--- src/rtl/alu_multicycle.sv ---
// Execute-stage ALU: add/xor/sub finish in one cycle; sll uses a serial shifter, one bit per cycle.
// A start/busy/done handshake lets the control FSM stall until the result is valid.
module alu_multicycle #(
    parameter int WIDTH   = 32,
    parameter int SHAMT_W = 5
) (
    input  logic             clk,
    input  logic             reset,
    input  logic             start,
    input  logic [3:0]       aluControl,
    input  logic [WIDTH-1:0] a,
    input  logic [WIDTH-1:0] b,
    output logic [WIDTH-1:0] result,
    output logic             zero,
    output logic             busy,
    output logic             done,
    output logic             illegal
);

    typedef enum logic {
        IDLE,
        SHIFT
    } state_t;

    localparam logic [3:0] OP_ADD = 4'b0010;
    localparam logic [3:0] OP_XOR = 4'b0011;
    localparam logic [3:0] OP_SLL = 4'b0100;
    localparam logic [3:0] OP_SUB = 4'b0110;

    state_t             state_q, state_d;
    logic [WIDTH-1:0]   result_q, result_d;
    logic [WIDTH-1:0]   shreg_q, shreg_d;
    logic [SHAMT_W-1:0] cnt_q, cnt_d;
    logic               busy_q, busy_d;
    logic               done_q, done_d;
    logic               illegal_q, illegal_d;
    logic [SHAMT_W-1:0] shamt;

    assign shamt = b[SHAMT_W-1:0];

    always_comb begin
        state_d   = state_q;
        result_d  = result_q;
        shreg_d   = shreg_q;
        cnt_d     = cnt_q;
        busy_d    = busy_q;
        done_d    = 1'b0;
        illegal_d = illegal_q;

        case (state_q)
            IDLE: begin
                if (start) begin
                    illegal_d = 1'b0;
                    case (aluControl)
                        OP_ADD: begin
                            result_d = a + b;
                            done_d   = 1'b1;
                        end
                        OP_XOR: begin
                            result_d = a ^ b;
                            done_d   = 1'b1;
                        end
                        OP_SUB: begin
                            result_d = a - b;
                            done_d   = 1'b1;
                        end
                        OP_SLL: begin
                            // A zero shift amount completes immediately without entering SHIFT.
                            if (shamt == '0) begin
                                result_d = a;
                                done_d   = 1'b1;
                            end else begin
                                shreg_d = a;
                                cnt_d   = shamt;
                                busy_d  = 1'b1;
                                state_d = SHIFT;
                            end
                        end
                        default: begin
                            result_d  = '0;
                            illegal_d = 1'b1;
                            done_d    = 1'b1;
                        end
                    endcase
                end
            end
            SHIFT: begin
                shreg_d = shreg_q << 1;
                cnt_d   = cnt_q - SHAMT_W'(1);
                // Final step: publish the last shifted value directly rather than waiting a cycle.
                if (cnt_q == SHAMT_W'(1)) begin
                    result_d = shreg_q << 1;
                    done_d   = 1'b1;
                    busy_d   = 1'b0;
                    state_d  = IDLE;
                end
            end
            default: begin
                state_d = IDLE;
                busy_d  = 1'b0;
            end
        endcase
    end

    always_ff @(posedge clk) begin
        if (reset) begin
            state_q   <= IDLE;
            result_q  <= '0;
            shreg_q   <= '0;
            cnt_q     <= '0;
            busy_q    <= 1'b0;
            done_q    <= 1'b0;
            illegal_q <= 1'b0;
        end else begin
            state_q   <= state_d;
            result_q  <= result_d;
            shreg_q   <= shreg_d;
            cnt_q     <= cnt_d;
            busy_q    <= busy_d;
            done_q    <= done_d;
            illegal_q <= illegal_d;
        end
    end

    assign result  = result_q;
    assign zero    = (result_q == '0);
    assign busy    = busy_q;
    assign done    = done_q;
    assign illegal = illegal_q;

endmodule

--- config.mk ---
export PLATFORM = sky130hd
export DESIGN_NAME = alu_multicycle
export DESIGN_NICKNAME = d
export VERILOG_FILES = /design/src/rtl/alu_multicycle.sv
export SDC_FILE = /design/constraint.sdc
export NUM_CORES = 1
export LEC_CHECK = 0
export CORE_MARGIN = 3
export CORE_UTILIZATION = 45
export DETAILED_ROUTE_END_ITERATION = 10
export PLACE_DENSITY_LB_ADDON = 0.12
export SLEW_MARGIN = 0
export SYNTH_ARGS = -nofsm -noshare
export SYNTH_HDL_FRONTEND = slang
export SYNTH_SLANG_ARGS = --single-unit
--- constraint.sdc ---
create_clock -name clk -period 4.05 [get_ports clk]
set_clock_uncertainty 0.1 [all_clocks]
set_input_delay 0.6075 -clock clk [delete_from_list [all_inputs] [get_ports clk]]
set_output_delay 0.6075 -clock clk [all_outputs]
set_load 0.1 [all_outputs]
==> key figures, run 1 <==
Layout
  – Layout cells sized above 1: 24.6%
  – Fillcell total: 1128
  – P&R area growth vs syn: 47.9%
  – Most frequent cells in the layout: buf_4, nand2_1, clkdlybuf4s50_1
  – Nets: 1196
  – Final Util: 68.8%
  – Multi-input gate area: 4870 um^2
  – Commonest non-fill, non-tap cell in the layout: buf_4
  – Antenna diode count: 0
  – Register area: 1440 um^2

Detailed routing
  – Total number of vias: 8010
  – Post-route antenna net violation count: 0
  – DR pass1 iterations: 5
  – Wirelength per Cell: 21.4 um
  – 1st-iter DRT viols: 1078
  – Vias per std cell: 6.31
  – Final WL: 27.2 mm
  – Drt drc: 0

CTS
  – CTS hold repair buffers: 0
  – CTS tree: yes
  – Clock Tree Root: clkbuf_16
  – Max clock buf depth: 2
  – CTS sink count: 72
  – Clk Latency, worst-skew pair: 0.36 ns
  – Reg clk slew, reported paths: 0.07 ns
  – CTS buffer count: 9
  – H-Tree Depth: 3

Min path
  – Worst hold path stage count: 2
  – Hold EP: busy$_SDFFE_PP0P_
  – Hold Path Class: register to register
  – HP Start: busy$_SDFFE_PP0P_

Global routing
  – Initial antenna violation count: 0
  – Vias in the first global route: 7528
  – Largest net degree at the start of global routing: 57
  – Gr ovfl total: 0
  – First-pass GRT wire length: 40.6 mm
  – Total GRT Usage: 34.3%

Setup path
  – Largest stage delay on the critical path: 0.41 ns
  – WP data arrival: 4.13 ns
  – Startpoint of the lowest-slack register-to-register path: state_q$_SDFF_PP0_
  – Cell Chain, Critical Path: buf_6, or3_4, buf_6, or3b_4, nor4_4, nand2_2, nor3_4, inv_2, buf_4, o21ai_2, xor2_1, ha_1, a21o_1, a21o_1, a211oi_2, o31ai_2, xnor2_1, o22ai_1
  – Flop2flop setup slack: 0.81 ns
  – Crit path kind: input port to register
  – Worst reg2reg path endpoint: result[30]$_SDFFE_PP0P_
  – Crit path max fanout: 4
  – Setup crit start kind: input port
  – Critical-path top delay cell: or3_4
  – R2R depth: 9
  – Critical Path RT: 4.14 ns
  – Critical Path End Type: register

Synthesis
  – Syn nets: 968
  – Fraction of registers with async set/reset: 0%
  – Main area contributors after synthesis: dfxtp_1, ha_1, nand2_1
  – Synth Area in Adders: 7.34%
  – Share of the yosys chip area belonging to registers: 23.1%
  – Mapped Area: 6240 um^2
  – Syn_area_per_cell: 7.24 um^2
  – Post-synthesis mux area share: 0.803%
  – Largest family of logic cells by synthesized area: compound AO/OA/AOI/OAI gates
  – Xor/xnor share of the synthesized area: 7.72%
  – Fraction of the mapped netlist area in simple logic gates: 24.9%
  – Synth top area share: 23.1%
  – Compound-gate portion of the synthesized area: 31.7%
  – #FFs+latches synth: 72
  – Ys Warns: 0
  – EDFF count, synth: 0
  – Post-synthesis cell type count: 70
  – Synth Instances: 861
  – Top_reg_cell synth: dfxtp_1
  – Post-synth top area cell: dfxtp_1

Die
  – DIE AREA: 15300 um^2
  – Chip height: 124 um
  – Overall die width: 124 um
  – # rows: 42
  – Initial Util: 46.5%
  – Io pins: 107
  – Core area: 13400 um^2

Status
  – Status: complete, no violations

Power
  – Switching share of total power: 37.5%
  – Internal: 1700 uW
  – Clock share of power: 31.9%
  – Leak: 0.00379 uW
  – Seq pwr share: 27.4%
  – Logic pwr share: 40.7%
  – VDD IR max: 0.310 mV
  – Net Switching: 1020 uW
  – Cell area power density: 294 nW/um^2
  – Final total power: 2710 uW

Place
  – Final RePlAce weighted congestion: 0.962
  – HPWL after DPL: 19.3 mm
  – Port bufs: 106

STA
  – Worst Max-Slew Pin Slew: 1.22 ns
  – RSZ-0062 raised after global routing: true
  – Fmax: 248 MHz
  – Slew Limit Fails: 0
  – Finish-stage setup viols: 0
  – Hold Vio Cnt, Final: 0
  – Final cycle utilization of the critical path: 99.6%
  – Rel. slew slack: 18.8%
  – Min Clock Period, post-route: 4.04 ns

Job
  – Max cap viols: 0
==> logic make-up (layout without fill, tap and decap cells) <==
group           after synthesis  count (layout)
fa+ha+maj                    36              36
xor+xnor                     55              55
compound gates              291             291
flops                        72              72
simple gates                329             329
mux                           5               5
buf+inv                      73             306
==> power by group through the flow <==
stage               clock [uW]  sequential (uW)  combinational, uW
floorplan                    0              838                458
global placement             0              757                969
detailed placement           0              759                979
CTS                        872              743               1000
global route               896              745               1170
finish                     866              743               1100
==> flip-flops by register name, summed over array words and instances (netlist names) <==
signal   flops
done         1
result      32
illegal      1
shreg_q     31
state_q      1
cnt_q        5
busy         1
==> final cells by class <==
type                    instances  share of cell area, %
repair buffers                270                   25.0
multi-input cells             716                   52.8
inverters                      20                  0.814
clock buffers                   9                   2.44
clock inverters                 7                  0.922
well taps                     176                   2.39
flip-flops and latches         72                   15.6
==> worst max path at each step <==
stage | from | end | slack [ns] | cells past startpoint
6_report | b[2] | result[31]$_SDFFE_PP0P_ | 0.01 | 18
2_1_floorplan | b[4] | result[23]$_SDFFE_PP0P_ | 0.03 | 16
3_3_place_gp | b[4] | result[28]$_SDFFE_PP0P_ | -0.79 | 18
4_1_cts | b[3] | result[28]$_SDFFE_PP0P_ | -0.002 | 19
3_5_place_dp | b[4] | result[31]$_SDFFE_PP0P_ | -0.95 | 18
5_1_grt | b[2] | result[28]$_SDFFE_PP0P_ | -0.14 | 20
==> routing by layer <==
metal | track usage (%) | vias to the layer above | part of all wire (%)
met2 | 54.0 | 460 | 46
met5 | 0 | - | 0
met3 | 6.68 | 51 | 10
met4 | 12.4 | 0 | 2.5
li1 | - | 3683 | -
met1 | 46.7 | 3816 | 41
==> worst max-delay path: cells and delay by family <==
family                   cells  cell delay (ns)
buffers and inverters        4             0.42
AO/OA/AOI/OAI                6             0.98
adder cells (fa/ha/maj)      1             0.30
XOR/XNOR                     2             0.33
AND/OR/NAND/NOR              5             1.49
==> synthesized netlist by cell type, types with 22 or more instances <==
cell type / n
clkbuf_1: 47
a21o_1: 28
dfxtp_1: 72
nor2_1: 93
nand3_1: 25
a222oi_1: 30
nor3_1: 22
o21ai_0: 60
xnor2_1: 29
a21oi_1: 62
ha_1: 35
nand2_1: 112
xor2_1: 26
==> repair_timing <==
action / 4_1_cts / 5_1_grt
pin swaps: 21 / 38
resized for setup: 41 / 69
setup buffers: 8 / 8
gates cloned: 0 / 0
endpoints found under the setup margin: 17 / 18
==> through the flow <==
stage	setup WS (ns)	instance area, um^2	hold WS, ns	cells	TNS, ns
detailed placement	-0.949	8450	0.358	1238	-13.06
floorplan	0.0261	6260	0.368	861	0
CTS	-0.00166	8910	0.372	1262	-0.00166
global route	-0.140	9220	0.399	1270	-0.812
finish	0.0150	9220	0.370	1270	0
global placement	-0.788	8450	0.352	1238	-11.10
Power figures use the tool's default switching activity.
==> run 2, diff against run 1 <==
--- a/config.mk
+++ b/config.mk
@@ -8,7 +8,7 @@
 export CORE_MARGIN = 3
 export CORE_UTILIZATION = 45
 export DETAILED_ROUTE_END_ITERATION = 10
-export PLACE_DENSITY_LB_ADDON = 0.12
+export PLACE_DENSITY = 0.71
 export SLEW_MARGIN = 0
 export SYNTH_ARGS = -nofsm -noshare
 export SYNTH_HDL_FRONTEND = slang
==> run 2 against run 1 <==
Effect of this change:
- the run now ends with negative setup slack left
- first-iteration DRC count is 15% lower
- power is 5.8% lower
- utilization is 0.48 points lower
- critical endpoint unchanged
==> key figures, run 2 (synthesis gave the netlist of run 1 again) <==
Status
  – Status: finished with violations
  – Failing checks: negative setup slack

Setup path
  – WP depth: 18
  – CP Capture Point: result[31]$_SDFFE_PP0P_
  – Crit path from: b[2]
  – Flop2flop setup slack: 1.59 ns
  – CP dominant cell by count: buf_6
  – Setup crit start kind: input port
  – Cell Chain, Critical Path: buf_6, or3_4, buf_6, or3b_4, nor4_4, nand2_2, buf_6, o31ai_4, xor2_1, ha_1, a21o_1, a21o_1, a21oi_2, nand2_1, o21ai_4, o31ai_2, xnor2_1, o22ai_1
  – Critical-path top delay cell: or3b_4
  – Crit path kind: input port to register
  – Worst reg2reg path endpoint: cnt_q[2]$_SDFFE_PP0P_
  – Startpoint of the lowest-slack register-to-register path: state_q$_SDFF_PP0_
  – WP data arrival: 4.21 ns
  – CP delay by family, top: simple AND/OR/NAND/NOR gates
  – Crit path max fanout: 4
  – R2R depth: 7
  – Critical Path RT: 4.18 ns
  – Largest stage delay on the critical path: 0.40 ns
  – Worst path bufs/invs: 3
  – Critical Path End Type: register

Layout
  – Most frequent cells in the layout: buf_4, nand2_1, clkdlybuf4s50_1
  – Final Util: 68.4%
  – Layout cells sized above 1: 23.3%
  – P&R area growth vs syn: 46.9%
  – Commonest non-fill, non-tap cell in the layout: buf_4
  – Antenna diode count: 0
  – Fillcell total: 1152
  – Largest register FFs: 32
  – Nets: 1202

Global routing
  – Largest net degree at the start of global routing: 37
  – Initial antenna violation count: 0
  – Vias in the first global route: 7246
  – Total GRT Usage: 31.7%
  – First-pass GRT wire length: 38.0 mm
  – Gr ovfl total: 0

Place
  – Port bufs: 106
  – Final RePlAce weighted congestion: 0.968
  – HPWL after DPL: 18.4 mm

CTS
  – Max clock buf depth: 2
  – CTS buffer count: 9
  – Clk Latency, worst-skew pair: 0.35 ns
  – CTS sink count: 72
  – CTS tree: yes
  – CTS hold repair buffers: 0
  – Reg clk slew, reported paths: 0.06 ns
  – H-Tree Depth: 3
  – Clock Tree Root: clkbuf_16

STA
  – Fmax: 245 MHz
  – Rel. slew slack: 19.9%
  – Slew Limit Fails: 0
  – Worst Max-Slew Pin Slew: 1.20 ns
  – Final WS setup: -0.0315 ns
  – Finish-stage setup viols: 3
  – Hold_ws: 0.372 ns
  – TNS Setup: -0.0813 ns
  – RSZ-0062 raised after global routing: true
  – Final cycle utilization of the critical path: 101%
  – Min Clock Period, post-route: 4.08 ns
  – Hold Vio Cnt, Final: 0

Detailed routing
  – DR pass1 iterations: 8
  – Drt drc: 0
  – 1st-iter DRT viols: 915
  – DR WL met3: 2.24 mm
  – Top layer in use: met4
  – WL met2: 11.2 mm
  – WL met1: 10.7 mm
  – Final WL: 24.8 mm
  – Wirelength per Cell: 19.5 um
  – Vias per std cell: 6.17
  – Post-route antenna net violation count: 0
  – Total number of vias: 7849

Power
  – VDD IR max: 0.212 mV
  – Leak: 0.00378 uW
  – Net Switching: 918 uW
  – Seq pwr share: 29.1%
  – Switching share of total power: 35.9%
  – Clock share of power: 29.3%
  – Internal: 1640 uW
  – Final total power: 2560 uW
  – Logic pwr share: 41.6%
  – Cell area power density: 279 nW/um^2

Die
  – # rows: 42
  – Overall die width: 124 um
  – Io pins: 107
  – Initial Util: 46.5%
  – Chip height: 124 um
  – Core area: 13400 um^2
  – DIE AREA: 15300 um^2

Min path
  – Hold Path Class: register to register

Job
  – Max cap viols: 0
## run 2: cell types whose count changed in the layout (fill, tap and decap cells not counted), sizes merged
| cell | previous run | this run |
|---|---|---|
| clkinvlp | 2 | 0 |
| clkinv | 0 | 1 |
| buf | 169 | 175 |
| inv | 24 | 20 |
| clkbuf | 9 | 12 |
| bufinv | 1 | 0 |
## run 2: timing repair
item	CTS	global route
setup endpoints to repair	18	16
resized for setup	44	46
pin swaps	24	45
setup buffers	8	13
## run 2: power by group through the flow
stage / clock [uW] / combinational, uW / sequential (uW)
6_report: 748 / 1060 / 743
5_1_grt: 772 / 1140 / 745
4_1_cts: 753 / 994 / 743
3_5_place_dp: 0 / 971 / 758
3_3_place_gp: 0 / 966 / 758
2_1_floorplan: 0 / 458 / 838
## run 2: worst min path at each step
| stage | from | to | slack (ns) | cells past startpoint |
|---|---|---|---|---|
| final | busy$_SDFFE_PP0P_ | busy$_SDFFE_PP0P_ | 0.37 | 2 |
| after global placement | busy$_SDFFE_PP0P_ | busy$_SDFFE_PP0P_ | 0.35 | 2 |
| after floorplan | shreg_q[30]$_SDFFE_PP0P_ | shreg_q[30]$_SDFFE_PP0P_ | 0.37 | 2 |
| after detailed placement | busy$_SDFFE_PP0P_ | busy$_SDFFE_PP0P_ | 0.35 | 2 |
| after CTS | busy$_SDFFE_PP0P_ | busy$_SDFFE_PP0P_ | 0.37 | 2 |
| after global routing | busy$_SDFFE_PP0P_ | busy$_SDFFE_PP0P_ | 0.39 | 2 |
## run 2: layout make-up
type                    count  area, um^2  share of cell area (%)
inverters                  20        75.1                   0.820
clock inverters             1        5.00                  0.0546
repair buffers            276        2350                    25.7
clock buffers              12         256                    2.80
multi-input cells         716        4810                    52.5
well taps                 176         220                    2.40
flip-flops and latches     72        1440                    15.7
## run 2: per-stage QoR
step / worst slack [ns] / cell area, um^2 / instances
after CTS: -0.0121 / 8890 / 1262
after floorplan: 0.0261 / 6260 / 861
after detailed placement: -0.861 / 8480 / 1241
after global routing: -0.187 / 9160 / 1273
after global placement: -0.709 / 8480 / 1241
final: -0.0315 / 9160 / 1273
## run 2: worst register-to-register path, cell delays in order, from the launching register on
cell     delay (ns)
dfxtp_2        0.33
buf_4          0.23
inv_1          0.55
nand2_1        0.18
nor3_2         0.19
buf_4          0.43
nand2_1        0.14
a31oi_1        0.22
## run 2: routing by layer
layer  GRT usage (%)  up-vias
met5               0        -
met4            10.7        0
met3            5.18       55
met2            50.5      410
met1            43.6     3695
li1                -     3689
==> run 3, diff against run 2 <==
--- a/config.mk
+++ b/config.mk
@@ -6,9 +6,9 @@
 export NUM_CORES = 1
 export LEC_CHECK = 0
 export CORE_MARGIN = 3
-export CORE_UTILIZATION = 45
+export CORE_UTILIZATION = 40
 export DETAILED_ROUTE_END_ITERATION = 10
-export PLACE_DENSITY = 0.71
+export PLACE_DENSITY = 0.65
 export SLEW_MARGIN = 0
 export SYNTH_ARGS = -nofsm -noshare
 export SYNTH_HDL_FRONTEND = slang
==> run 3 against run 2 <==
Effect of this change:
- the run now ends clean
- cell area is 0.31% higher
- sequential share of layout area hardly changed
- largest cell class unchanged
- power is 2.8% higher
- clock-buffer cell count is 3 lower
- combinational power hardly changed
- global-route usage is 2.8 points lower
- via count is 0.39% lower
- register-to-register slack worse by 0.12 ns
- maximum frequency is 3.4% higher
==> key figures, run 3 (synthesis gave the netlist of run 1 again) <==
STA
  – Rel. slew slack: 32.1%
  – RSZ-0062 raised after global routing: true
  – Fmax: 253 MHz
  – Hold Vio Cnt, Final: 0
  – Slew Limit Fails: 0
  – TNS Setup: 0 ns
  – Min Clock Period, post-route: 3.95 ns
  – Worst Max-Slew Pin Slew: 1.02 ns
  – Final cycle utilization of the critical path: 97.5%
  – Finish-stage setup viols: 0

Setup path
  – Critical Path End Type: register
  – Worst reg2reg path endpoint: result[30]$_SDFFE_PP0P_
  – WP data arrival: 4.11 ns
  – Setup crit start kind: input port
  – R2R depth: 10
  – Crit path max fanout: 4
  – CP dominant cell by count: buf_4
  – Flop2flop setup slack: 1.47 ns
  – Critical-path top delay cell: or3b_4
  – Largest stage delay on the critical path: 0.44 ns
  – Critical Path RT: 4.21 ns
  – Startpoint of the lowest-slack register-to-register path: state_q$_SDFF_PP0_
  – Crit path kind: input port to register
  – Cell Chain, Critical Path: buf_6, or3_4, or3b_4, nor4_4, buf_4, nand2_4, nor3_4, inv_2, o21ai_2, xor2_1, ha_1, a21oi_2, buf_4, o211ai_1, o21ai_1, o31ai_2, a21o_1, mux2i_1, a311oi_1

Min path
  – Hold Path Class: register to register
  – Hold EP: busy$_SDFFE_PP0P_
  – Worst hold path stage count: 2
  – HP Start: busy$_SDFFE_PP0P_

Global routing
  – Largest net degree at the start of global routing: 43
  – Total GRT Usage: 28.9%
  – First-pass GRT wire length: 38.8 mm
  – Vias in the first global route: 7276
  – Gr ovfl total: 0
  – Initial antenna violation count: 0

Place
  – Post-DP Area: 8620 um^2
  – Placed cell count: 1270
  – Final RePlAce weighted congestion: 0.980
  – HPWL after DPL: 19.2 mm
  – Port bufs: 106

Detailed routing
  – Total number of vias: 7818
  – Wirelength per Cell: 19.5 um
  – Post-route antenna net violation count: 0
  – Vias per std cell: 6.03
  – Drt drc: 0
  – 1st-iter DRT viols: 778
  – Final WL: 25.3 mm
  – DR pass1 iterations: 9

Die
  – DIE AREA: 17100 um^2
  – Initial Util: 41.0%
  – Overall die width: 131 um
  – # rows: 45
  – Io pins: 107
  – Core area: 15200 um^2
  – Chip height: 131 um

CTS
  – CTS sink count: 72
  – Max clock buf depth: 2
  – CTS buffer count: 9
  – H-Tree Depth: 3
  – CTS tree: yes
  – Clk Latency, worst-skew pair: 0.35 ns
  – Reg clk slew, reported paths: 0.06 ns
  – Clock Tree Root: clkbuf_16
  – CTS hold repair buffers: 0

Layout
  – Antenna diode count: 0
  – Most frequent cells in the layout: buf_4, nand2_1, clkdlybuf4s50_1
  – Post-Layout Cell Count: 1297
  – Finished Cell Area: 9190 um^2
  – Commonest non-fill, non-tap cell in the layout: buf_4
  – Layout cells sized above 1: 23.0%
  – Largest register FFs: 32
  – P&R area growth vs syn: 47.4%
  – Register area: 1440 um^2
  – Nets: 1211
  – Multi-input gate area: 4730 um^2
  – Fillcell total: 1408

Status
  – Status: complete, no violations

Job
  – Max cap viols: 0

Power
  – Leak: 0.00384 uW
  – Cell area power density: 286 nW/um^2
  – VDD IR max: 0.200 mV
==> run 3: cell types whose count changed in the layout (fill, tap and decap cells not counted), sizes merged <==
cell      before  now
clkbuf        12   10
buf          175  183
bufinv         0    1
clkinv         1    4
clkinvlp       0    2
==> run 3: through the flow <==
stage	setup WS [ns]	power, uW	utilization (%)	hold slack [ns]
floorplan	0.0261	1300	-	0.368
global placement	-0.748	1750	56.7	0.356
detailed placement	-0.723	1750	56.7	0.351
CTS	0.0145	2600	59.5	0.363
global route	-0.0532	2740	60.4	0.385
finish	0.102	2630	60.4	0.360
==> run 3: worst max-delay path by stage <==
stage	start	end	slack [ns]	cells after the start
after floorplan	b[4]	result[23]$_SDFFE_PP0P_	0.03	16
after global placement	b[4]	result[28]$_SDFFE_PP0P_	-0.75	19
after detailed placement	b[4]	result[28]$_SDFFE_PP0P_	-0.72	19
after CTS	b[4]	result[28]$_SDFFE_PP0P_	0.01	19
after global routing	b[4]	result[27]$_SDFFE_PP0P_	-0.05	20
final	b[4]	result[28]$_SDFFE_PP0P_	0.10	19
==> run 3: layer usage <==
metal	vias up	global-route usage, %	share of wire, %
met5	-	0	0
met4	0	10.3	2.8
met3	46	3.82	7.6
met2	373	45.3	45
met1	3683	40.8	45
li1	3716	-	-
==> run 3: repair_timing <==
item / 4_1_cts / 5_1_grt
buffers inserted: 7 / 4
gates resized for setup: 38 / 29
pin swaps: 20 / 24
setup endpoints to repair: 17 / 16
==> run 3: area by class of cell <==
class                      instances  share of cell area [%]
sequential                        72                    15.7
multi-input combinational        716                    51.5
clock inverter                     7                   0.790
clock buffer                       9                    2.45
inverter                          20                   0.817
tap                              188                    2.56
timing repair buffer             285                    26.2
==> run 3: critical path, delay by kind of cell <==
| family | cells | cell delay [ns] |
|---|---|---|
| and+or+nand+nor | 5 | 1.35 |
| AOI/OAI and AO/OA | 7 | 1.09 |
| buffers and inverters | 4 | 0.48 |
| adders and majority gates | 1 | 0.28 |
| xor gates and xnor gates | 1 | 0.16 |
| muxes | 1 | 0.14 |
==> run 3: where the power goes <==
part / switching (uW) / leakage, uW / internal, uW
sequential: 19.3 / 0.000584 / 726
combinational: 579 / 0.00312 / 477
clock: 348 / 0.000141 / 477
